File: config.mk
export PLATFORM = sky130hd
export DESIGN_NAME = if_fetch_stage
export DESIGN_NICKNAME = d
export VERILOG_FILES = /design/src/rtl/if_fetch_stage.sv
export SDC_FILE = /design/constraint.sdc
export NUM_CORES = 1
export LEC_CHECK = 0
export ABC_AREA = 1
export BUFFER_PORTS_ARGS = -buffer_cell sky130_fd_sc_hd__buf_2
export CORE_UTILIZATION = 42
export CTS_CLUSTER_SIZE = 12
export DETAILED_ROUTE_END_ITERATION = 6
export PLACE_DENSITY_LB_ADDON = 0.08
export SKIP_LAST_GASP = 1
export SYNTH_ARGS = -nofsm -noshare
export SYNTH_HDL_FRONTEND = slang
export SYNTH_SLANG_ARGS = --single-unit
File: constraint.sdc
create_clock -name clk -period 4.25 [get_ports clk]
set_input_delay 0.6375 -clock clk [delete_from_list [all_inputs] [get_ports clk]]
set_output_delay 0.6375 -clock clk [all_outputs]
set_load 0.005 [all_outputs]
File: src/rtl/if_fetch_stage.sv
// Instruction-fetch stage feeding the IF/ID register.
// Keeps the PC, talks to a variable-latency instruction memory over req/ack,
// and presents a registered instruction word, its PC+4 and a valid flag.
// Hazard stalls hold the outputs. Branch/jump redirects flush and insert bubbles.
module if_fetch_stage #(
    parameter logic [31:0] RESET_PC  = 32'h0000_0000,
    parameter logic [31:0] NOP_INSTR = 32'h0000_0000
) (
    input  logic        clk,
    input  logic        rst,
    input  logic        stall,
    input  logic        redirect,
    input  logic [31:0] redirect_pc,
    output logic        imem_req,
    output logic [31:0] imem_addr,
    input  logic [31:0] imem_rdata,
    input  logic        imem_ack,
    output logic [31:0] instruction_memory,
    output logic [31:0] pc_next,
    output logic        fetch_valid
);

    // FETCH: request to addr_q outstanding (addr_q == pc).
    // HOLD:  a fetched word is parked while the stall lasts; memory is idle.
    // FLUSH: a request made before a redirect is still in flight and its data
    //        must be thrown away. pc already holds the target.
    typedef enum logic [1:0] {
        FETCH = 2'd0,
        HOLD  = 2'd1,
        FLUSH = 2'd2
    } state_t;

    state_t      state_q, state_d;
    logic [31:0] pc_q, pc_d;
    logic [31:0] addr_q, addr_d;
    logic [31:0] instr_q, instr_d;
    logic [31:0] pc_next_q, pc_next_d;
    logic        valid_q, valid_d;
    logic [31:0] hold_instr_q, hold_instr_d;
    logic [31:0] hold_pc_q, hold_pc_d;

    logic [31:0] target;
    logic [31:0] pc_plus4;
    logic [31:0] hold_plus4;

    assign target     = redirect_pc & ~32'h3;
    assign pc_plus4   = pc_q + 32'd4;
    assign hold_plus4 = hold_pc_q + 32'd4;

    assign imem_req           = !rst && (state_q != HOLD);
    assign imem_addr          = addr_q;
    assign instruction_memory = instr_q;
    assign pc_next            = pc_next_q;
    assign fetch_valid        = valid_q;

    // Next-state and output-register logic; priority redirect > stall > normal.
    always_comb begin
        state_d      = state_q;
        pc_d         = pc_q;
        addr_d       = addr_q;
        instr_d      = instr_q;
        pc_next_d    = pc_next_q;
        valid_d      = valid_q;
        hold_instr_d = hold_instr_q;
        hold_pc_d    = hold_pc_q;

        case (state_q)
            FETCH: begin
                if (redirect) begin
                    instr_d = NOP_INSTR;
                    valid_d = 1'b0;
                    pc_d    = target;
                    if (imem_ack) begin
                        addr_d = target;
                    end else begin
                        // Old request still pending: keep its address stable.
                        state_d = FLUSH;
                    end
                end else if (imem_ack && stall) begin
                    hold_instr_d = imem_rdata;
                    hold_pc_d    = pc_q;
                    state_d      = HOLD;
                end else if (imem_ack) begin
                    instr_d   = imem_rdata;
                    pc_next_d = pc_plus4;
                    valid_d   = 1'b1;
                    pc_d      = pc_plus4;
                    addr_d    = pc_plus4;
                end else if (!stall) begin
                    instr_d = NOP_INSTR;
                    valid_d = 1'b0;
                end
            end
            HOLD: begin
                if (redirect) begin
                    instr_d = NOP_INSTR;
                    valid_d = 1'b0;
                    pc_d    = target;
                    addr_d  = target;
                    state_d = FETCH;
                end else if (!stall) begin
                    instr_d   = hold_instr_q;
                    pc_next_d = hold_plus4;
                    valid_d   = 1'b1;
                    pc_d      = hold_plus4;
                    addr_d    = hold_plus4;
                    state_d   = FETCH;
                end
            end
            FLUSH: begin
                instr_d = NOP_INSTR;
                valid_d = 1'b0;
                if (redirect) begin
                    pc_d = target;
                end
                if (imem_ack) begin
                    addr_d  = redirect ? target : pc_q;
                    state_d = FETCH;
                end
            end
            default: begin
                state_d = FETCH;
            end
        endcase
    end

    // State registers with synchronous reset.
    always_ff @(posedge clk) begin
        if (rst) begin
            state_q      <= FETCH;
            pc_q         <= RESET_PC;
            addr_q       <= RESET_PC;
            instr_q      <= NOP_INSTR;
            pc_next_q    <= RESET_PC;
            valid_q      <= 1'b0;
            hold_instr_q <= 32'h0;
            hold_pc_q    <= 32'h0;
        end else begin
            state_q      <= state_d;
            pc_q         <= pc_d;
            addr_q       <= addr_d;
            instr_q      <= instr_d;
            pc_next_q    <= pc_next_d;
            valid_q      <= valid_d;
            hold_instr_q <= hold_instr_d;
            hold_pc_q    <= hold_pc_d;
        end
    end

endmodule

==> results of run 1 <==
-- per-layer routing --
layer	wire (um)	share of wire
met5	0	0
met4	1050	0.029
met3	2610	0.073
met2	15800	0.44
met1	16300	0.46
-- sequential cells by signal, summed over array words and instances (netlist names) --
signal,cells
hold_instr_q,32
imem_addr,32
state_q,2
pc_q,32
pc_next,32
instruction_memory,32
fetch_valid,1
hold_pc_q,32
-- worst reg2reg max path: cells and delay by family (launching register included) --
| kind | cells | cell delay, ps |
|---|---|---|
| DFF | 1 | 380 |
| AOI/OAI and AO/OA | 2 | 460 |
| and+or+nand+nor | 2 | 520 |
| buffers and inverters | 5 | 1020 |
| adders and majority gates | 1 | 200 |
-- cell type report --
type / instances / area (um^2) / area share
multi-input cells: 1202 / 5490 / 0.465
flip-flops and latches: 195 / 3900 / 0.330
repair buffers: 184 / 983 / 0.0832
clock buffers: 18 / 439 / 0.0372
inverters: 110 / 415 / 0.0352
well taps: 319 / 399 / 0.0338
clock inverters: 14 / 184 / 0.0156
-- cell families after synthesis --
group | after synthesis
AO/OA/AOI/OAI | 353
XOR/XNOR | 23
adder cells (fa/ha/maj) | 6
buffers and inverters | 204
flip-flops | 195
AND/OR/NAND/NOR | 820
-- path summary, 6_finish.rpt --
| kind | startpoint | to | slack (ps) | cells after the start |
|---|---|---|---|---|
| worst max register to register | state_q[1] | pc_next[20] | 1570 | 10 |
| worst min register to register | hold_instr_q[18] | instruction_memory[18] | 480 | 2 |
| worst max-delay path | state_q[1] | pc_next[20] | 1570 | 10 |
| worst min-delay path | imem_rdata[31] | hold_instr_q[31] | 430 | 3 |
-- through the flow --
step	power (mW)	setup WS, ps	utilization	hold slack, ps
floorplan	3.41	2300	-	456
global placement	4.07	1490	0.474	460
detailed placement	4.09	1430	0.474	467
CTS	5.81	1590	0.500	414
global route	6.12	1360	0.500	421
finish	5.80	1570	0.500	431
-- Yosys cell counts --
master	instances
nand2_1	450
nor2_1	257
dfxtp_1	195
o21ai_0	167
inv_1	106
a21oi_1	93
nand3_1	84
clkbuf_1	64
a31oi_1	48
buf_2	25
o211ai_1	17
xor2_1	16
o21ai_1	12
nand3b_1	10
xnor2_1	7
ha_1	6
nand4_1	5
nor3_1	5
a311oi_1	4
and2_1	4
inv_2	4
a221oi_1	3
a22oi_1	3
a211oi_1	2
buf_1	2
buf_4	2
nor2_2	2
a22o_1	1
buf_6	1
nor2_4	1
nor3_4	1
nor4_2	1
o21ai_2	1
o21bai_1	1
o22ai_1	1
-- report_power, final --
group / switching (mW) / total [mW] / internal [mW]
sequential: 0.260 / 2.38 / 2.12
combinational: 1.14 / 1.69 / 0.556
clock: 0.855 / 1.72 / 0.867
==> reports/qor.yml, run 1 <==
grt_usage: 0.292
clock-sinks: 195
setup_viol: 0
pin_count: 167
grt_use_met1: 0.405
synth-seq-cells: 195
cp_slowest_stage_delay_ps: 530
synthMuxAreaShare: 0
dpl_cell_area_mm2: 0.0112
yosysWarnings: 0
grt_start_max_net_pins: 98
wl_per_cell_um: 17.5
grt_pass1_wl_um: 55100
root_buffer: "clkbuf_16"
vias_per_cell: 5.33
dp_hpwl_um: 24800
tns_ps: 0
antenna_found_initial: 0
final_cells: 2042
synthCells: 1601
seq_area_frac_synth: 0.383
dpl.cell_count: 2010
synth_cell_type_count: 35
synth_top_family_by_area: "simple AND/OR/NAND/NOR gates"
cts_resized: 0
final_cell_mix: "nand2_1 (450), nor2_1 (255), dfxtp_1 (195)"
cp.required_ps: 4590
synth_area_mm2: 0.0102
hold_class: "input port to flop"
crit_type: "flop to flop"
status: "finished, final reports clean"
synthToLayoutAreaGrowth_pct: 15.9
htreeDepth: 4
hold_buffers: 0
drtIter0Drc: 904
rows: 56
gp_congestion: 0.942
period_needed_ps: 2680
die_h_um: 158
period_share: 0.631
design_area_mm2: 0.0118
core_area_mm2: 0.0236
synth_compound_area_frac: 0.188
finalClockSkew_ps: 11.4
setup.worst_path.start_class: "flop"
fmaxAchievable_ghz: 0.373
rsz0062_at_grt: "false"
post_cts_buffers: 0
start_util: 0.432
drive_above_1_share: 0.133
syn_avg_cell_area_um2: 6.37
antenna_left: 0
critPathBufInv: 5
drt_wl_total_um: 35700
cp_slowest_cell: "buf_4"
port_buffers: 164
final_nets: 1785
grt-busiest-layer: "met2"
cts_buffer_depth: 2
final.fill_count: 2470
grt_pass1_vias: 9834
crit_chain: "inv_1, ha_1, buf_4, a21oi_1, nand2_1, inv_2, buf_4, nand3_1, o211ai_1, inv_1"
ir_worst_vdd_uv: 244
synth_top_area_frac: 0.383
synth_fa_ha_area_frac: 0.00736
grtUsageMet3: 0.0435
synth-simple-area-share: 0.322
cpLargestDelayFamily: "buffers and inverters"
first_pass_iters: 6
synth_largest_area_cell: "dfxtp_1"
final_common_cell: "nand2_1"
antenna_cells: 0
cts_tree: "yes"
clkLatencyLatePin_ps: 440
fp.dieArea_mm2: 0.0249
report.final.slew_viol_count: 0
crit_arrival_ps: 3020
gr-usage-met2: 0.455
die_x_um: 158
cp-end-kind: "flop"
gr-total-overflow: 0
critPathMaxFanout: 64
slew_headroom: 0.343
synth_xor_area_frac: 0.0198
drcViolationCount: 0
hold_viol_final: 0
power_density_mw_per_mm2: 491
numCtsBuffers: 17
p_leak_nw: 5.30
clk_pin_slew_worst_paths_ps: 80
maxCapViolations: 0
synth_nets: 1676
dr_total_vias: 10894
worst_slew_pin_slew_ps: 985
synth_area_leaders: "dfxtp_1 (38%), nand2_1 (17%), nor2_1 (9.5%), o21ai_0 (8.2%), a21oi_1 (4.6%)"
Power figures use the tool's default switching activity.
==> run 2, diff against run 1 <==
==> constraint.sdc (replaced) <==
create_clock -name clk -period 2.73 [get_ports clk]
set_input_delay 0.4095 -clock clk [delete_from_list [all_inputs] [get_ports clk]]
set_output_delay 0.4095 -clock clk [all_outputs]
set_load 0.005 [all_outputs]
==> run 2 against run 1 <==
Net effect:
- the flow now finishes with violations (DRC)
- non-clock buffer count up 12
- power up 56%
- worst hold slack worse by 230 ps
- clock power up 53%
- global-route usage down 0.065 points
- largest cell class unchanged
- clock-buffer cell count up 1
- die area unchanged
- critical endpoint is now instruction_memory[3]
==> reports/qor.yml, run 2 (synthesized netlist as in run 1, its figures left out) <==
antenna_cells: 0  # unchanged
final.fill_count: 2532  # +2.5%
gp_congestion: 0.992  # +5.3%
cp.required_ps: 3100  # -1490 ps
vias_per_cell: 5.32  # -0.24%
seq_area_mm2: 0.00390  # unchanged
period_needed_ps: 2300  # -379 ps
critPathMaxFanout: 65  # +1.6%
status: "finished with violations"
clk_pin_slew_worst_paths_ps: 90  # about the same
hold_viol_final: 0  # unchanged
rsz0062_at_grt: "false"
drt_wl_total_um: 35800  # +0.28%
fmaxAchievable_ghz: 0.434  # +16%
final_cell_mix: "nand2_1 (450), nor2_1 (255), dfxtp_1 (195)"
first_pass_iters: 7  # +1
htreeDepth: 4  # unchanged
report.final.slew_viol_count: 0  # unchanged
dp_hpwl_um: 25800  # +4.2%
crit_arrival_ps: 2670  # -350 ps
wl_per_cell_um: 17.5  # -0.30%
hold_buffers: 0  # unchanged
synthToLayoutAreaGrowth_pct: 17.2
worst_slew_pin_slew_ps: 965  # -19.3 ps
rows: 56  # unchanged
design_area_mm2: 0.0119  # +1.1%
slew_headroom: 0.355  # +0.0129
port_buffers: 164  # unchanged
grt_pass1_wl_um: 54800  # -0.48%
grt_usage: 0.291  # -0.000647
dr_total_vias: 10932  # +0.35%
die_h_um: 158  # unchanged
setup_viol: 0  # unchanged
period_share: 0.844  # +0.212
die_x_um: 158  # unchanged
fp.dieArea_mm2: 0.0249  # unchanged
p_leak_nw: 5.37  # +1.3%
finalClockSkew_ps: 14.3  # +2.89 ps
root_buffer: "clkbuf_16"
post-place-ws_ps: 415  # -1020 ps
antenna_left: 0  # unchanged
core_area_mm2: 0.0236  # unchanged
drive_above_1_share: 0.139  # +0.00600
cts_resized: 0  # unchanged
gr-total-overflow: 0  # unchanged
timing.final.ws_setup_ps: 427  # -1140 ps
power_density_mw_per_mm2: 758  # +54%
grt_pass1_vias: 9735  # -1.0%
cp-end-kind: "flop"
antenna_found_initial: 0  # unchanged
hold_class: "input port to flop"
drcViolationCount: 1  # +1
start_util: 0.432  # unchanged
maxCapViolations: 0  # unchanged
violations: "DRC"
clkLatencyLatePin_ps: 440  # about the same
final_common_cell: "nand2_1"
ir_worst_vdd_uv: 493  # +100%
final_nets: 1797  # +0.67%
clock-sinks: 195  # unchanged
grt_start_max_net_pins: 68  # -31%
post_cts_buffers: 0  # unchanged
dpl_cell_area_mm2: 0.0113  # +1.3%
multiInputGateArea_mm2: 0.00549  # unchanged
cts_tree: "yes"
pin_count: 167  # unchanged
drtIter0Drc: 1175  # +30%
tns_ps: 0  # unchanged
cts_buffer_depth: 2  # unchanged
numCtsBuffers: 17  # unchanged
setup.worst_path.start_class: "flop"
crit_type: "flop to flop"
[run 2: changes by cell type in the layout (fill, tap and decap cells not counted), sizes merged]
cell,before,now
clkinv,7,6
bufinv,1,0
buf,184,196
clkbuf,18,19
inv,116,117
[run 2: final timing paths]
path,startpoint,endpoint,slack (ps),depth (start not counted)
setup reg to reg,state_q[0],instruction_memory[3],430,9
setup / recovery,state_q[0],instruction_memory[3],430,9
hold reg to reg,hold_instr_q[0],instruction_memory[0],470,2
hold / removal,imem_rdata[23],hold_instr_q[23],200,3
[run 2: critical path, stage by stage (launching register included)]
cell and delay [ps]:
dfxtp_1 360, inv_1 80, ha_1 240, inv_2 100, nor2_1 90, o211ai_1 180, nand2_1 110, inv_2 710
o21ai_0 160, a31oi_1 180
[run 2: power breakdown]
| group | total, mW | internal (mW) | switching, mW |
|---|---|---|---|
| logic | 2.70 | 0.923 | 1.78 |
| clock network | 2.63 | 1.29 | 1.34 |
| registers | 3.72 | 3.30 | 0.415 |
[run 2: stage by stage]
stage / total power [mW] / hold WS, ps / std cells / util
2_1_floorplan: 5.30 / 456 / 1601 / -
3_3_place_gp: 6.42 / 460 / 2022 / 0.480
3_5_place_dp: 6.44 / 466 / 2022 / 0.480
5_1_grt: 9.54 / 196 / 2054 / 0.506
6_report: 9.05 / 197 / 2054 / 0.506
4_1_cts: 9.05 / 198 / 2054 / 0.506
[run 2: final cells by class]
| type | count | share of cell area |
|---|---|---|
| multi-input cells | 1202 | 0.460 |
| clock inverters | 13 | 0.0131 |
| repair buffers | 196 | 0.0941 |
| inverters | 110 | 0.0348 |
| flip-flops and latches | 195 | 0.327 |
| well taps | 319 | 0.0334 |
| clock buffers | 19 | 0.0379 |
[run 2: per-layer routing]
metal	track usage	vias to the layer above	part of all wire
li1	-	5458	-
met1	0.404	4974	0.45
met2	0.456	428	0.44
met3	0.0482	72	0.078
met4	0.0948	0	0.027
met5	0	-	0
==> run 3, diff against run 2 <==
==> constraint.sdc (replaced) <==
create_clock -name clk -period 1.9 [get_ports clk]
set_input_delay 0.285 -clock clk [delete_from_list [all_inputs] [get_ports clk]]
set_output_delay 0.285 -clock clk [all_outputs]
set_load 0.005 [all_outputs]
==> run 3 against run 2 <==
Net effect:
- the run now ends clean
- sequential share of layout area shrank 3.5 points
- combinational power grew 89%
- worst hold slack lost 130 ps
- final area grew 13%
- via count grew 5.6%
- final cell count grew 6.0%
- core utilization grew 6.5 points
- non-clock buffer count grew 123
- sequential power grew 40%
- wire length grew 5.8%
- critical path type unchanged
- critical endpoint is now pc_next[20]
- largest cell class unchanged
- largest power group unchanged
- highest routed layer unchanged
==> reports/qor.yml, run 3 (synthesized netlist as in run 1, its figures left out) <==
clkLatencyLatePin_ps: 460  # +20 ps
cts_buffer_depth: 2  # unchanged
drt_wl_total_um: 37900  # +5.8%
cts_tree: "yes"
dpl.cell_count: 2127  # +5.2%
vias_per_cell: 5.30  # -0.39%
drcViolationCount: 0  # -1
hold_viol_final: 0  # unchanged
grt_start_max_net_pins: 114  # +68%
numCtsBuffers: 17  # unchanged
finalPower_mw: 14.2  # +57%
final_cell_mix: "nand2_1 (436), nor2_1 (236), dfxtp_1 (177)"
final.fill_count: 2333  # -7.9%
grt_usage: 0.306  # +0.0145
grt_pass1_wl_um: 57400  # +4.7%
timing.rr.end: "pc_next[20]"
drtIter0Drc: 942  # -20%
dp_hpwl_um: 27300  # +5.6%
setup.worst_path.start_class: "flop"
fp.dieArea_mm2: 0.0249  # unchanged
status: "finished, final reports clean"
crit_type: "flop to flop"
die_h_um: 158  # unchanged
hold_class: "input port to flop"
cp-end-kind: "flop"
period_share: 0.976  # +0.133
core_area_mm2: 0.0236  # unchanged
root_buffer: "clkbuf_16"
antenna_left: 0  # unchanged
final_nets: 1920  # +6.8%
fmaxAchievable_ghz: 0.539  # +24%
rows: 56  # unchanged
maxCapViolations: 0  # unchanged
rr_worst_depth: 11  # +2
hp-start: "imem_rdata[22]"
tns_ps: 0  # unchanged
first_pass_iters: 5  # -2
period_needed_ps: 1860  # -448 ps
clk_pin_slew_worst_paths_ps: 90  # about the same
grt_pass1_vias: 10538  # +8.2%
cp.required_ps: 2250  # -850 ps
worst_slew_pin_slew_ps: 505  # -460 ps
pin_count: 167  # unchanged
antenna_cells: 0  # unchanged
critPathMaxFanout: 5  # -92%
die_x_um: 158  # unchanged
wl_per_cell_um: 17.4  # -0.18%
gr-total-overflow: 0  # unchanged
clock-sinks: 195  # unchanged
port_buffers: 164  # unchanged
synthToLayoutAreaGrowth_pct: 32.2
htreeDepth: 4  # unchanged
ff2ff_setup_slack_ps: 40  # -380 ps
final_cells: 2177  # +6.0%
finalClockSkew_ps: 16.0  # +1.72 ps
crit_arrival_ps: 2200  # -470 ps
rr_startpoint: "pc_q[3]"
power_density_mw_per_mm2: 1060  # +40%
report.final.slew_viol_count: 0  # unchanged
setup_viol: 0  # unchanged
slew_headroom: 0.663  # +0.308
gp_congestion: 0.952  # -4.1%
ir_worst_vdd_uv: 601  # +22%
antenna_found_initial: 0  # unchanged
fin_util: 0.571  # +0.0648
rsz0062_at_grt: "true"
p_leak_nw: 6.13  # +14%
hold_end: "hold_instr_q[22]"
hold_buffers: 0  # unchanged
drive_above_1_share: 0.245  # +0.106
final_common_cell: "nand2_1"
start_util: 0.432  # unchanged
min_path_cells: 3  # unchanged
dr_total_vias: 11541  # +5.6%
-- run 3: cell types whose count changed in the layout (fill, tap and decap cells not counted), moves of 8 or more --
cell	delta
buf_4	+104
o21ai_0	-31
o21ai_1	+27
nor2_1	-19
dfxtp_1	-18
dfxtp_2	+16
nor2_2	+16
nand2_1	-14
nand2_2	+13
buf_12	+11
nand3_1	-10
nand3_2	+8
-- run 3: area by class of cell --
cell class                      instances  area, um^2  share of cell area
Clock inverter                         15         215              0.0160
Clock buffer                           17         425              0.0316
Multi-Input combinational cell       1202        5810               0.431
Inverter                              110         423              0.0314
Sequential cell                       195        3930               0.292
Tap cell                              319         399              0.0296
Timing Repair Buffer                  319        2270               0.169
-- run 3: how the worst max path moves through the flow --
stage                      start            end  slack, ps
global placement      state_q[0]       pc_q[30]        -60
detailed placement    state_q[0]       pc_q[30]       -100
floorplan             state_q[1]   imem_addr[0]         70
finish                   pc_q[3]    pc_next[20]         40
global route            pc_q[13]  imem_addr[26]        -80
CTS                 hold_pc_q[2]       pc_q[30]        -30
-- run 3: metrics by stage --
| step | setup WS [ps] | hold slack, ps | instance area (um^2) |
|---|---|---|---|
| floorplan | 67.3 | 420 | 10200 |
| global placement | -60.5 | 462 | 12200 |
| detailed placement | -98.0 | 468 | 12200 |
| CTS | -31.3 | 57.0 | 13100 |
| global route | -75.8 | 64.5 | 13500 |
| finish | 44.9 | 62.7 | 13500 |
-- run 3: timing repair --
action                     in CTS  in global routing
setup endpoints to repair     110                131
pin swaps                       9                 13
gates resized for setup        31                115
gates cloned                    2                  3
buffers inserted               10                  5
-- run 3: routing by layer --
metal,vias up,wire length (um),global-route usage
li1,5710,-,-
met1,5280,16600,0.412
met2,465,17000,0.473
met3,86,2830,0.0504
met4,0,1560,0.145
met5,-,0,0
-- run 3: report_power, final --
part / total [mW] / internal [mW] / switching, mW / leakage (nW)
Sequential: 5.22 / 4.76 / 0.460 / 1.61
Clock: 3.93 / 1.95 / 1.97 / 0.310
Combinational: 5.10 / 2.07 / 3.03 / 4.21
Total: 14.2 / 8.79 / 5.46 / 6.13
-- run 3: worst max-delay path, stage by stage (launching register included) --
cell and delay (ps):
dfxtp_2 340, ha_2 180, nand2_1 70, nor2_2 90
nand2_1 100, buf_4 170, nor2_4 190, nand3_1 130
nand3_1 140, nand3_2 170, o211ai_1 120, inv_1 50
